`src/rtl/mem_arbiter_pkg.sv`:
```
// Shared constants for the two-port memory arbiter:
// FSM encoding, port ids and round-robin helper.
package mem_arbiter_pkg;

  typedef enum logic [1:0] {
    S_IDLE    = 2'd0,
    S_ACCESS  = 2'd1,
    S_RELEASE = 2'd2
  } state_t;

  localparam logic PORT0 = 1'b0;
  localparam logic PORT1 = 1'b1;

  localparam int DATAWIDTH_DEF = 32;
  localparam int TIMEOUT_DEF   = 255;

  // ptr names the favoured port on a tie
  function automatic logic rr_pick(
    input logic r0,
    input logic r1,
    input logic ptr
  );
    if (r0 && r1) return ptr;
    return r1 ? PORT1 : PORT0;
  endfunction

endpackage

```
`src/rtl/mem_arbiter_timer.sv`:
```
// Access timeout counter: cleared while idle,
// counts ACCESS cycles, flags the last allowed one.
module mem_arbiter_timer
  import mem_arbiter_pkg::*;
#(
  parameter int TIMEOUT_CYCLES = TIMEOUT_DEF
) (
  input  logic clk,
  input  logic rst_n,
  input  logic clear,
  input  logic en,
  output logic tc
);

  localparam int CW = $clog2(TIMEOUT_CYCLES + 1);

  logic [CW-1:0] cnt;

  // cycle counter with clear priority over enable
  always_ff @(posedge clk or negedge rst_n) begin
    if (!rst_n) begin
      cnt <= '0;
    end else if (clear) begin
      cnt <= '0;
    end else if (en) begin
      cnt <= cnt + CW'(1);
    end
  end

  assign tc = en && (cnt == CW'(TIMEOUT_CYCLES - 1));

endmodule

```
`src/rtl/mem_arbiter.sv`:
```
// Round-robin arbiter granting one of two ports
// a single read/write access to main memory.
module mem_arbiter
  import mem_arbiter_pkg::*;
#(
  parameter int DATAWIDTH_BUS  = DATAWIDTH_DEF,
  parameter int TIMEOUT_CYCLES = TIMEOUT_DEF
) (
  input  logic                     MEM_ARBITER_CLOCK_50,
  input  logic                     MEM_ARBITER_ResetInLow_In,
  input  logic                     MEM_ARBITER_P0Req_In,
  input  logic                     MEM_ARBITER_P0Wr_In,
  input  logic [DATAWIDTH_BUS-1:0] MEM_ARBITER_P0Addr_InBus,
  input  logic [DATAWIDTH_BUS-1:0] MEM_ARBITER_P0WData_InBus,
  output logic                     MEM_ARBITER_P0Ack_Out,
  input  logic                     MEM_ARBITER_P1Req_In,
  input  logic                     MEM_ARBITER_P1Wr_In,
  input  logic [DATAWIDTH_BUS-1:0] MEM_ARBITER_P1Addr_InBus,
  input  logic [DATAWIDTH_BUS-1:0] MEM_ARBITER_P1WData_InBus,
  output logic                     MEM_ARBITER_P1Ack_Out,
  output logic [DATAWIDTH_BUS-1:0] MEM_ARBITER_RData_OutBus,
  output logic                     MEM_ARBITER_Err_Out,
  output logic                     MEM_ARBITER_MemRD_Out,
  output logic                     MEM_ARBITER_MemWRMain_Out,
  output logic [DATAWIDTH_BUS-1:0] MEM_ARBITER_MemA_OutBus,
  output logic [DATAWIDTH_BUS-1:0] MEM_ARBITER_MemB_OutBus,
  input  logic                     MEM_ARBITER_MemACK_In,
  input  logic [DATAWIDTH_BUS-1:0] MEM_ARBITER_MemData_InBus
);

  logic clk;
  logic rst_n;
  logic mem_ack;
  logic tc;

  assign clk     = MEM_ARBITER_CLOCK_50;
  assign rst_n   = MEM_ARBITER_ResetInLow_In;
  assign mem_ack = MEM_ARBITER_MemACK_In;

  state_t state_q, state_d;
  logic   rd_q, rd_d;
  logic   wr_q, wr_d;
  logic   ack0_q, ack0_d;
  logic   ack1_q, ack1_d;
  logic   err_q, err_d;
  logic   grant_q, grant_d;
  logic   ptr_q, ptr_d;
  logic [DATAWIDTH_BUS-1:0] rdata_q, rdata_d;
  logic [DATAWIDTH_BUS-1:0] addr_q, addr_d;
  logic [DATAWIDTH_BUS-1:0] wdata_q, wdata_d;

  logic g;
  logic wsel;

  mem_arbiter_timer #(
    .TIMEOUT_CYCLES(TIMEOUT_CYCLES)
  ) u_timer (
    .clk  (clk),
    .rst_n(rst_n),
    .clear(state_q == S_IDLE),
    .en   (state_q == S_ACCESS),
    .tc   (tc)
  );

  // state and registered outputs
  always_ff @(posedge clk or negedge rst_n) begin
    if (!rst_n) begin
      state_q <= S_IDLE;
      rd_q    <= 1'b0;
      wr_q    <= 1'b0;
      ack0_q  <= 1'b0;
      ack1_q  <= 1'b0;
      err_q   <= 1'b0;
      grant_q <= PORT0;
      ptr_q   <= PORT0;
      rdata_q <= '0;
      addr_q  <= '0;
      wdata_q <= '0;
    end else begin
      state_q <= state_d;
      rd_q    <= rd_d;
      wr_q    <= wr_d;
      ack0_q  <= ack0_d;
      ack1_q  <= ack1_d;
      err_q   <= err_d;
      grant_q <= grant_d;
      ptr_q   <= ptr_d;
      rdata_q <= rdata_d;
      addr_q  <= addr_d;
      wdata_q <= wdata_d;
    end
  end

  // next state: grant, hold strobe, finish, wait ack low
  always_comb begin
    state_d = state_q;
    rd_d    = rd_q;
    wr_d    = wr_q;
    ack0_d  = 1'b0;
    ack1_d  = 1'b0;
    err_d   = 1'b0;
    grant_d = grant_q;
    ptr_d   = ptr_q;
    rdata_d = rdata_q;
    addr_d  = addr_q;
    wdata_d = wdata_q;
    g       = rr_pick(MEM_ARBITER_P0Req_In,
                      MEM_ARBITER_P1Req_In, ptr_q);
    wsel    = g ? MEM_ARBITER_P1Wr_In
                : MEM_ARBITER_P0Wr_In;
    unique case (state_q)
      S_IDLE: begin
        if (MEM_ARBITER_P0Req_In ||
            MEM_ARBITER_P1Req_In) begin
          grant_d = g;
          ptr_d   = ~g;
          addr_d  = g ? MEM_ARBITER_P1Addr_InBus
                      : MEM_ARBITER_P0Addr_InBus;
          wdata_d = g ? MEM_ARBITER_P1WData_InBus
                      : MEM_ARBITER_P0WData_InBus;
          rd_d    = ~wsel;
          wr_d    = wsel;
          state_d = S_ACCESS;
        end
      end
      S_ACCESS: begin
        if (mem_ack || tc) begin
          rd_d    = 1'b0;
          wr_d    = 1'b0;
          ack0_d  = (grant_q == PORT0);
          ack1_d  = (grant_q == PORT1);
          state_d = S_RELEASE;
          if (mem_ack) begin
            if (rd_q) rdata_d = MEM_ARBITER_MemData_InBus;
          end else begin
            err_d = 1'b1;
          end
        end
      end
      S_RELEASE: begin
        if (!mem_ack) state_d = S_IDLE;
      end
      default: begin
        state_d = S_IDLE;
        rd_d    = 1'b0;
        wr_d    = 1'b0;
      end
    endcase
  end

  assign MEM_ARBITER_P0Ack_Out     = ack0_q;
  assign MEM_ARBITER_P1Ack_Out     = ack1_q;
  assign MEM_ARBITER_Err_Out       = err_q;
  assign MEM_ARBITER_RData_OutBus  = rdata_q;
  assign MEM_ARBITER_MemRD_Out     = rd_q;
  assign MEM_ARBITER_MemWRMain_Out = wr_q;
  assign MEM_ARBITER_MemA_OutBus   = addr_q;
  assign MEM_ARBITER_MemB_OutBus   = wdata_q;

endmodule

```
`config.mk`:
```
export PLATFORM = sky130hd
export DESIGN_NAME = mem_arbiter
export DESIGN_NICKNAME = d
export VERILOG_FILES = /design/src/rtl/mem_arbiter_pkg.sv /design/src/rtl/mem_arbiter_timer.sv /design/src/rtl/mem_arbiter.sv
export SDC_FILE = /design/constraint.sdc
export NUM_CORES = 1
export LEC_CHECK = 0
export BUFFER_PORTS_ARGS = -buffer_cell sky130_fd_sc_hd__clkbuf_2
export CAP_MARGIN = 30
export CORE_MARGIN = 2
export CORE_UTILIZATION = 40
export DETAILED_ROUTE_END_ITERATION = 8
export GPL_ROUTABILITY_DRIVEN = 0
export GPL_TIMING_DRIVEN = 0
export MAX_ROUTING_LAYER = met4
export PLACE_DENSITY = 0.78
export RECOVER_POWER = 25
export SLEW_MARGIN = 20
export SYNTH_ARGS = -nofsm -noshare
export SYNTH_HDL_FRONTEND = slang
export SYNTH_HIERARCHICAL = 1
export SYNTH_SLANG_ARGS = --single-unit
```
`constraint.sdc`:
```
create_clock -name MEM_ARBITER_CLOCK_50 -period 1.5 [get_ports MEM_ARBITER_CLOCK_50]
set_input_delay 0.3 -clock MEM_ARBITER_CLOCK_50 [delete_from_list [all_inputs] [get_ports MEM_ARBITER_CLOCK_50]]
set_output_delay 0.3 -clock MEM_ARBITER_CLOCK_50 [all_outputs]
set_load 0.005 [all_outputs]
```
# ---- After elaboration in Yosys (flattened, before gate mapping)
# Index checks and enable logic that the tools add are counted.
dict set report classes {
  n_addsub 1
  eq_ne 6
  mux 25
  bitwise_logic 4
  n_reduce_logical 10
}
# operator n
set ops {}
lappend ops {{32-bit two-way mux} 2}
lappend ops {{8-bit two-way mux} 2}
lappend ops {{1-bit two-way mux} 15}
lappend ops {{8-bit by 1-bit adder with 8-bit output (second input constant)} 1}
lappend ops {{8-bit == test (second input constant)} 1}
lappend ops {{2-bit two-way mux} 3}
lappend ops {{2-bit inequality test (second input constant)} 3}
lappend ops {{1-bit one-hot mux with 3 select lines} 2}
lappend ops {{2-bit one-hot mux with 3 select lines} 1}
lappend ops {{3-bit AND reduction} 2}
lappend ops {{1-bit NOT} 4}
lappend ops {{4-bit AND reduction} 1}
lappend ops {{2-bit by 1-bit == test with 1-bit output (second input constant)} 1}
lappend ops {{2-bit == test (second input constant)} 1}
lappend ops {{1-bit logical AND} 2}
lappend ops {{2-bit logical NOT} 1}
lappend ops {{1-bit logical OR} 2}
lappend ops {{2-bit AND reduction} 1}
lappend ops {{2-bit nonzero test} 1}
dict set report word_totals {
  reg_bits 113
  in_bits 167
  output_inout_bits 101
  word_cells 58
}

# ---- Logic depth before layout (Yosys ltp)
dict set report depth {
  ltp_word 7
  ltp_mapped 6
  depth_no_buf 6
}

# ---- Hierarchy
# Netlist, hierarchy kept.
# mod n_inst cells_per_inst area_each_um2 seq_area_each_um2
set modules_own_cells {}
lappend modules_own_cells {mem_arbiter 1 326 4376.7 2627.5}
lappend modules_own_cells {mem_arbiter_timer 1 41 411.6 200.2}

# ---- Worst setup path after synthesis
# OpenSTA, ideal clock, no wires.
dict set report synth_path {
  path_type {flip-flop to flip-flop}
  startpoint {reg state_q[1]}
  endpoint {reg addr_q[24] (netlist: MEM_ARBITER_MemA_OutBus[24])}
  setup_ps 126
  t_arrival_ps 1383
  required_time_ps 1374
  path_slack_ps -9
  path_stages_with_launch 7
  path_buffers 2
  synth_period_minus_slack_ps 1509
  cell_sequence {dfrtp_1 or2_4 inv_2 o21ai_2 buf_6 buf_6 a221o_1}
}
dict set report synth_via {
  elab_chain_len 2
}
# element line
set synth_lines {}
lappend synth_lines {{from (decl)} mem_arbiter.sv:40} ;# state_t state_q, state_d;
lappend synth_lines {{from (signal assigned)} mem_arbiter.sv:80} ;# state_q <= state_d;
lappend synth_lines {{2-bit logical NOT} mem_arbiter.sv:111} ;# unique case (state_q)
lappend synth_lines {{2-bit AND reduction (no source line)} n/a}
lappend synth_lines {{to (signal assigned)} mem_arbiter.sv:89} ;# addr_q <= addr_d;
lappend synth_lines {{to (decl)} mem_arbiter.sv:49} ;# logic [DATAWIDTH_BUS-1:0] addr_q, addr_d;
# No other way between the ends.
# A chain may end at the register's enable or synchronous reset.

# ---- Worst setup path after layout
dict set report layout_path {
  startpoint {reg state_q[0]}
  endpoint {reg addr_q[27] (netlist: MEM_ARBITER_MemA_OutBus[27])}
}
# The elaborated chain is that of the path after synthesis.

==> flow_metrics.tcl <==
set metrics [dict create \
    reg2reg_slack_ns -0.08 \
    share_of_cell_area_taken_by_muxes_after_synthesis 0.0753 \
    critical_path.n_buffers_inverters 3 \
    yosys.area_share.simple 0.124 \
    numCtsBuffers 17 \
    pre_cts_slack_ns -0.418 \
    io_buffers 267 \
    fp.coreArea_mm2 0.0116 \
    fmaxAchievable_mhz 632 \
    grt_overflow 0 \
    h-tree-depth 4 \
    finalMaxSlewViolations 0 \
    synthesis.area_per_instance_um2 13.0 \
    yosys.area_share.xor_xnor 0.00732 \
    timing.critical_path.fanout_max 10 \
    fraction_of_final_layout_cells_with_drive_strength_greater_than_1 0.572 \
    rsz0062_at_grt "true" \
    final.fill_count 894 \
    power.leakage_nw 4.07 \
    internal_power_summed_over_all_cells_mw 11.1 \
    clockRootBuffer "sky130_fd_sc_hd__clkbuf_16" \
    num-nets-final 846 \
    worst_r2r_endpoint "MEM_ARBITER_MemA_OutBus[27]" \
    synth-adder-area-share 0.00523 \
    hold_violations 0 \
    track_usage 0.237 \
    final_period_minus_worst_setup_slack_ns 1.58 \
    p_sw_frac 0.310 \
    worst-endpoint-required_ns 1.78 \
    avgRoutedWirePerCell_um 18.0 \
    clk_path_buf_depth 2 \
    first_global_vias 4576 \
    timing.hold.worst_endpoint "MEM_ARBITER_MemA_OutBus[1]" \
    number_of_core_rows 39 \
    failing_checks "setup timing" \
    dpl.hpwl_mm 10.5 \
    timing.setup.critical_path_class "reg -> reg" \
    timing.critical_path.slowest_stage_cell "sky130_fd_sc_hd__dfrtp_1" \
    synth_cells 367 \
    seq_power_share 0.330 \
    route.detailed.drc 0 \
    count_of_max_cap_constraint_violations 0 \
    clock-sinks 113 \
    max-vdd-ir-drop_mv 0.937 \
    synth_compound_area_frac 0.159 \
    dieHeight_um 113 \
    antenna_found_initial 0 \
    tns_ns -3.00 \
    hold_start "MEM_ARBITER_P1Addr_InBus[1]" \
    setup.worst_path.start_class "flop" \
    crit-reg2reg-launch "state_q[0]" \
    worst_setup_hold_path_clk_slew_ns 0.06 \
    crit_path_end_kind "flop" \
    tritoncts "done" \
    p_switching_mw 5.01 \
    floorplan.initialDensity 0.414 \
    mappedNetlistNets 536 \
    main_combinational_cell_family_by_area_after_synthesis "compound AO/OA/AOI/OAI gates" \
    antenna-diode-count 0 \
    drtIter0Drc 240 \
    yosys_register_bits 113 \
    die_width_um 113 \
    whs_path_depth 2 \
    placement.cell_area_mm2 0.00635 \
    syn-cell-area_mm2 0.00479 \
    route.detailed.vias_per_inst 5.28 \
    antenna_viol_nets_final 0 \
    ioPinCount 268 \
    tightestPinTransition_ns 0.749 \
    layout.cells.most_common "sky130_fd_sc_hd__clkbuf_2" \
    rr_worst_depth 6 \
    power-per-cell-area_mw_per_mm2 2170 \
    critPathMostFrequentCell "sky130_fd_sc_hd__buf_8" \
    worst_slew_margin_rel 0.501 \
    final-setup-viol-count 68 \
    area_overhead_vs_synth_pct 55.2 \
    worstSetupPathDepth 6 \
    worst_path_dominant_cell_family "compound AO/OA/AOI/OAI gates" \
    wirelength_mm 15.0 \
    yosys_warnings 6 \
    synth-seq-area-share 0.591 \
    p_comb_frac 0.405 \
    grt_pass1_wl_mm 23.1 \
    post_synth_num_cell_types 38 \
    largest_net_degree_at_the_start_of_global_routing 61 \
    pwr-share-clk 0.265 \
    run_status "finished, violations left" \
    fin_area_mm2 0.00743 \
    worst_skew_pair.late_latency_ns 0.40 \
    holdCritPathClass "in -> reg" \
    cp_data_arrival_time_ns 1.86 \
    num_vias 4398 \
    min_period_over_period 1.05 \
    worst_clock_skew_ns 0.00945 \
    die_area_mm2 0.0129 \
    crit_path_max_incr_delay_ns 0.41 \
    crit_path_cell_trace "or2_4, inv_4, o21ai_4, buf_8, buf_8, a221o_1" \
    post-route-worst-setup-slack_ns -0.0823 \
    critPathLaunch "state_q[0]" \
    detailedRoute.firstPassIterationCount 4 \
    most-common-layout-cells "271 x sky130_fd_sc_hd__clkbuf_2, 113 x sky130_fd_sc_hd__dfrtp_1, 65 x sky130_fd_sc_hd__and3_1" \
]
[area by class of cell]
type | count | area (um2) | share of cell area
Tap cell | 143 | 179 | 0.0241
Clock inverter | 10 | 156 | 0.0210
Inverter | 4 | 17.5 | 0.00236
Multi-Input combinational cell | 217 | 1830 | 0.247
Buffer | 33 | 344 | 0.0463
Timing Repair Buffer | 291 | 1600 | 0.215
Clock buffer | 22 | 474 | 0.0638
Sequential cell | 113 | 2830 | 0.380
[Yosys cell counts]
| cell | instances | share of area |
|---|---|---|
| sky130_fd_sc_hd__a211oi_1 | 1 | 0.0016 |
| sky130_fd_sc_hd__a21boi_0 | 1 | 0.0016 |
| sky130_fd_sc_hd__a21o_1 | 1 | 0.0016 |
| sky130_fd_sc_hd__a21oi_1 | 3 | 0.0031 |
| sky130_fd_sc_hd__a221o_1 | 64 | 0.13 |
| sky130_fd_sc_hd__a22o_1 | 1 | 0.0018 |
| sky130_fd_sc_hd__and2b_1 | 1 | 0.0016 |
| sky130_fd_sc_hd__and3_1 | 66 | 0.086 |
| sky130_fd_sc_hd__and3b_1 | 1 | 0.0018 |
| sky130_fd_sc_hd__buf_2 | 10 | 0.010 |
| sky130_fd_sc_hd__buf_4 | 1 | 0.0016 |
| sky130_fd_sc_hd__buf_6 | 4 | 0.0094 |
| sky130_fd_sc_hd__clkbuf_1 | 18 | 0.014 |
| sky130_fd_sc_hd__dfrtp_1 | 113 | 0.59 |
| sky130_fd_sc_hd__ha_1 | 2 | 0.0052 |
| sky130_fd_sc_hd__inv_1 | 3 | 0.0024 |
| sky130_fd_sc_hd__inv_2 | 1 | 0.00078 |
| sky130_fd_sc_hd__mux2_2 | 32 | 0.075 |
| sky130_fd_sc_hd__nand2_1 | 4 | 0.0031 |
| sky130_fd_sc_hd__nand2b_1 | 1 | 0.0013 |
| sky130_fd_sc_hd__nand3_1 | 3 | 0.0031 |
| sky130_fd_sc_hd__nand3b_1 | 1 | 0.0016 |
| sky130_fd_sc_hd__nand4_1 | 3 | 0.0039 |
| sky130_fd_sc_hd__nand4_4 | 1 | 0.0044 |
| sky130_fd_sc_hd__nor2_1 | 10 | 0.0078 |
| sky130_fd_sc_hd__nor3b_1 | 1 | 0.0016 |
| sky130_fd_sc_hd__nor4_1 | 1 | 0.0013 |
| sky130_fd_sc_hd__o21ai_0 | 5 | 0.0052 |
| sky130_fd_sc_hd__o21ai_2 | 1 | 0.0018 |
| sky130_fd_sc_hd__o22ai_1 | 1 | 0.0013 |
| sky130_fd_sc_hd__o2bb2ai_1 | 1 | 0.0018 |
| sky130_fd_sc_hd__o31a_1 | 1 | 0.0018 |
| sky130_fd_sc_hd__o32a_1 | 1 | 0.0021 |
| sky130_fd_sc_hd__o32ai_1 | 1 | 0.0018 |
| sky130_fd_sc_hd__or2_4 | 1 | 0.0018 |
| sky130_fd_sc_hd__or3_1 | 3 | 0.0039 |
| sky130_fd_sc_hd__xnor2_1 | 1 | 0.0018 |
| sky130_fd_sc_hd__xor2_1 | 3 | 0.0055 |
[worst register-to-register path, stage by stage, from the launching register on]
cell                      delay, ns
sky130_fd_sc_hd__dfrtp_1       0.41
sky130_fd_sc_hd__or2_4         0.28
sky130_fd_sc_hd__inv_4         0.07
sky130_fd_sc_hd__o21ai_4       0.07
sky130_fd_sc_hd__buf_8         0.16
sky130_fd_sc_hd__buf_8         0.14
sky130_fd_sc_hd__a221o_1       0.34
[cell families after synthesis]
family / after synthesis
AOI/OAI and AO/OA: 82
xor gates and xnor gates: 4
adders and majority gates: 2
buffers and inverters: 37
DFF: 113
muxes: 32
and+or+nand+nor: 97
[metrics by stage]
step / total power [mW] / hold slack [ns] / std cells / utilization
after floorplan: 8.16 / 0.00441 / 367 / -
after global placement: 10.5 / 0.444 / 777 / 0.546
after detailed placement: 10.7 / 0.285 / 778 / 0.549
after CTS: 15.9 / 0.108 / 828 / 0.635
after global routing: 17.0 / 0.125 / 833 / 0.643
final: 16.1 / 0.125 / 833 / 0.643
[state kept, by name, indices dropped and copies added (netlist names)]
register,flops
MEM_ARBITER_MemRD_Out,1
MEM_ARBITER_P0Ack_Out,1
grant_q,1
state_q,2
MEM_ARBITER_Err_Out,1
MEM_ARBITER_MemB_OutBus,32
u_timer/cnt,8
MEM_ARBITER_MemWRMain_Out,1
MEM_ARBITER_MemA_OutBus,32
ptr_q,1
MEM_ARBITER_RData_OutBus,32
MEM_ARBITER_P1Ack_Out,1
[worst max-delay path by stage]
stage                                  endpoint  slack (ns)
global route        MEM_ARBITER_MemA_OutBus[27]       -0.13
floorplan           MEM_ARBITER_MemA_OutBus[24]       0.001
finish              MEM_ARBITER_MemA_OutBus[27]       -0.08
global placement    MEM_ARBITER_MemB_OutBus[24]       -1.34
detailed placement  MEM_ARBITER_MemA_OutBus[17]       -0.42
CTS                 MEM_ARBITER_MemA_OutBus[28]       -0.06
[power by group through the flow]
| stage | combinational [mW] | sequential (mW) | clock, mW |
|---|---|---|---|
| after floorplan | 2.84 | 5.32 | 0 |
| after global placement | 5.16 | 5.29 | 0 |
| after detailed placement | 5.36 | 5.32 | 0 |
| after CTS | 6.30 | 5.30 | 4.34 |
| after global routing | 7.05 | 5.47 | 4.48 |
| final | 6.54 | 5.32 | 4.27 |
[per-layer routing]
metal  wire length (um)  part of all wire  global-route usage
met1               6100              0.41               0.272
met2               7700              0.51               0.412
met3                934             0.062              0.0542
met4                264             0.018              0.0789
met5                  0                 0                   -
[what timing repair did]
action                                  in CTS  in global routing
endpoints found under the setup margin     106                104
hold endpoints to repair                    53                  0
hold buffers                                 1                  0
resized for setup                           58                 29
pin swaps                                   44                 26
cloned                                       4                  3
setup buffers                               13                  2
(Power assumes the default switching activity.)
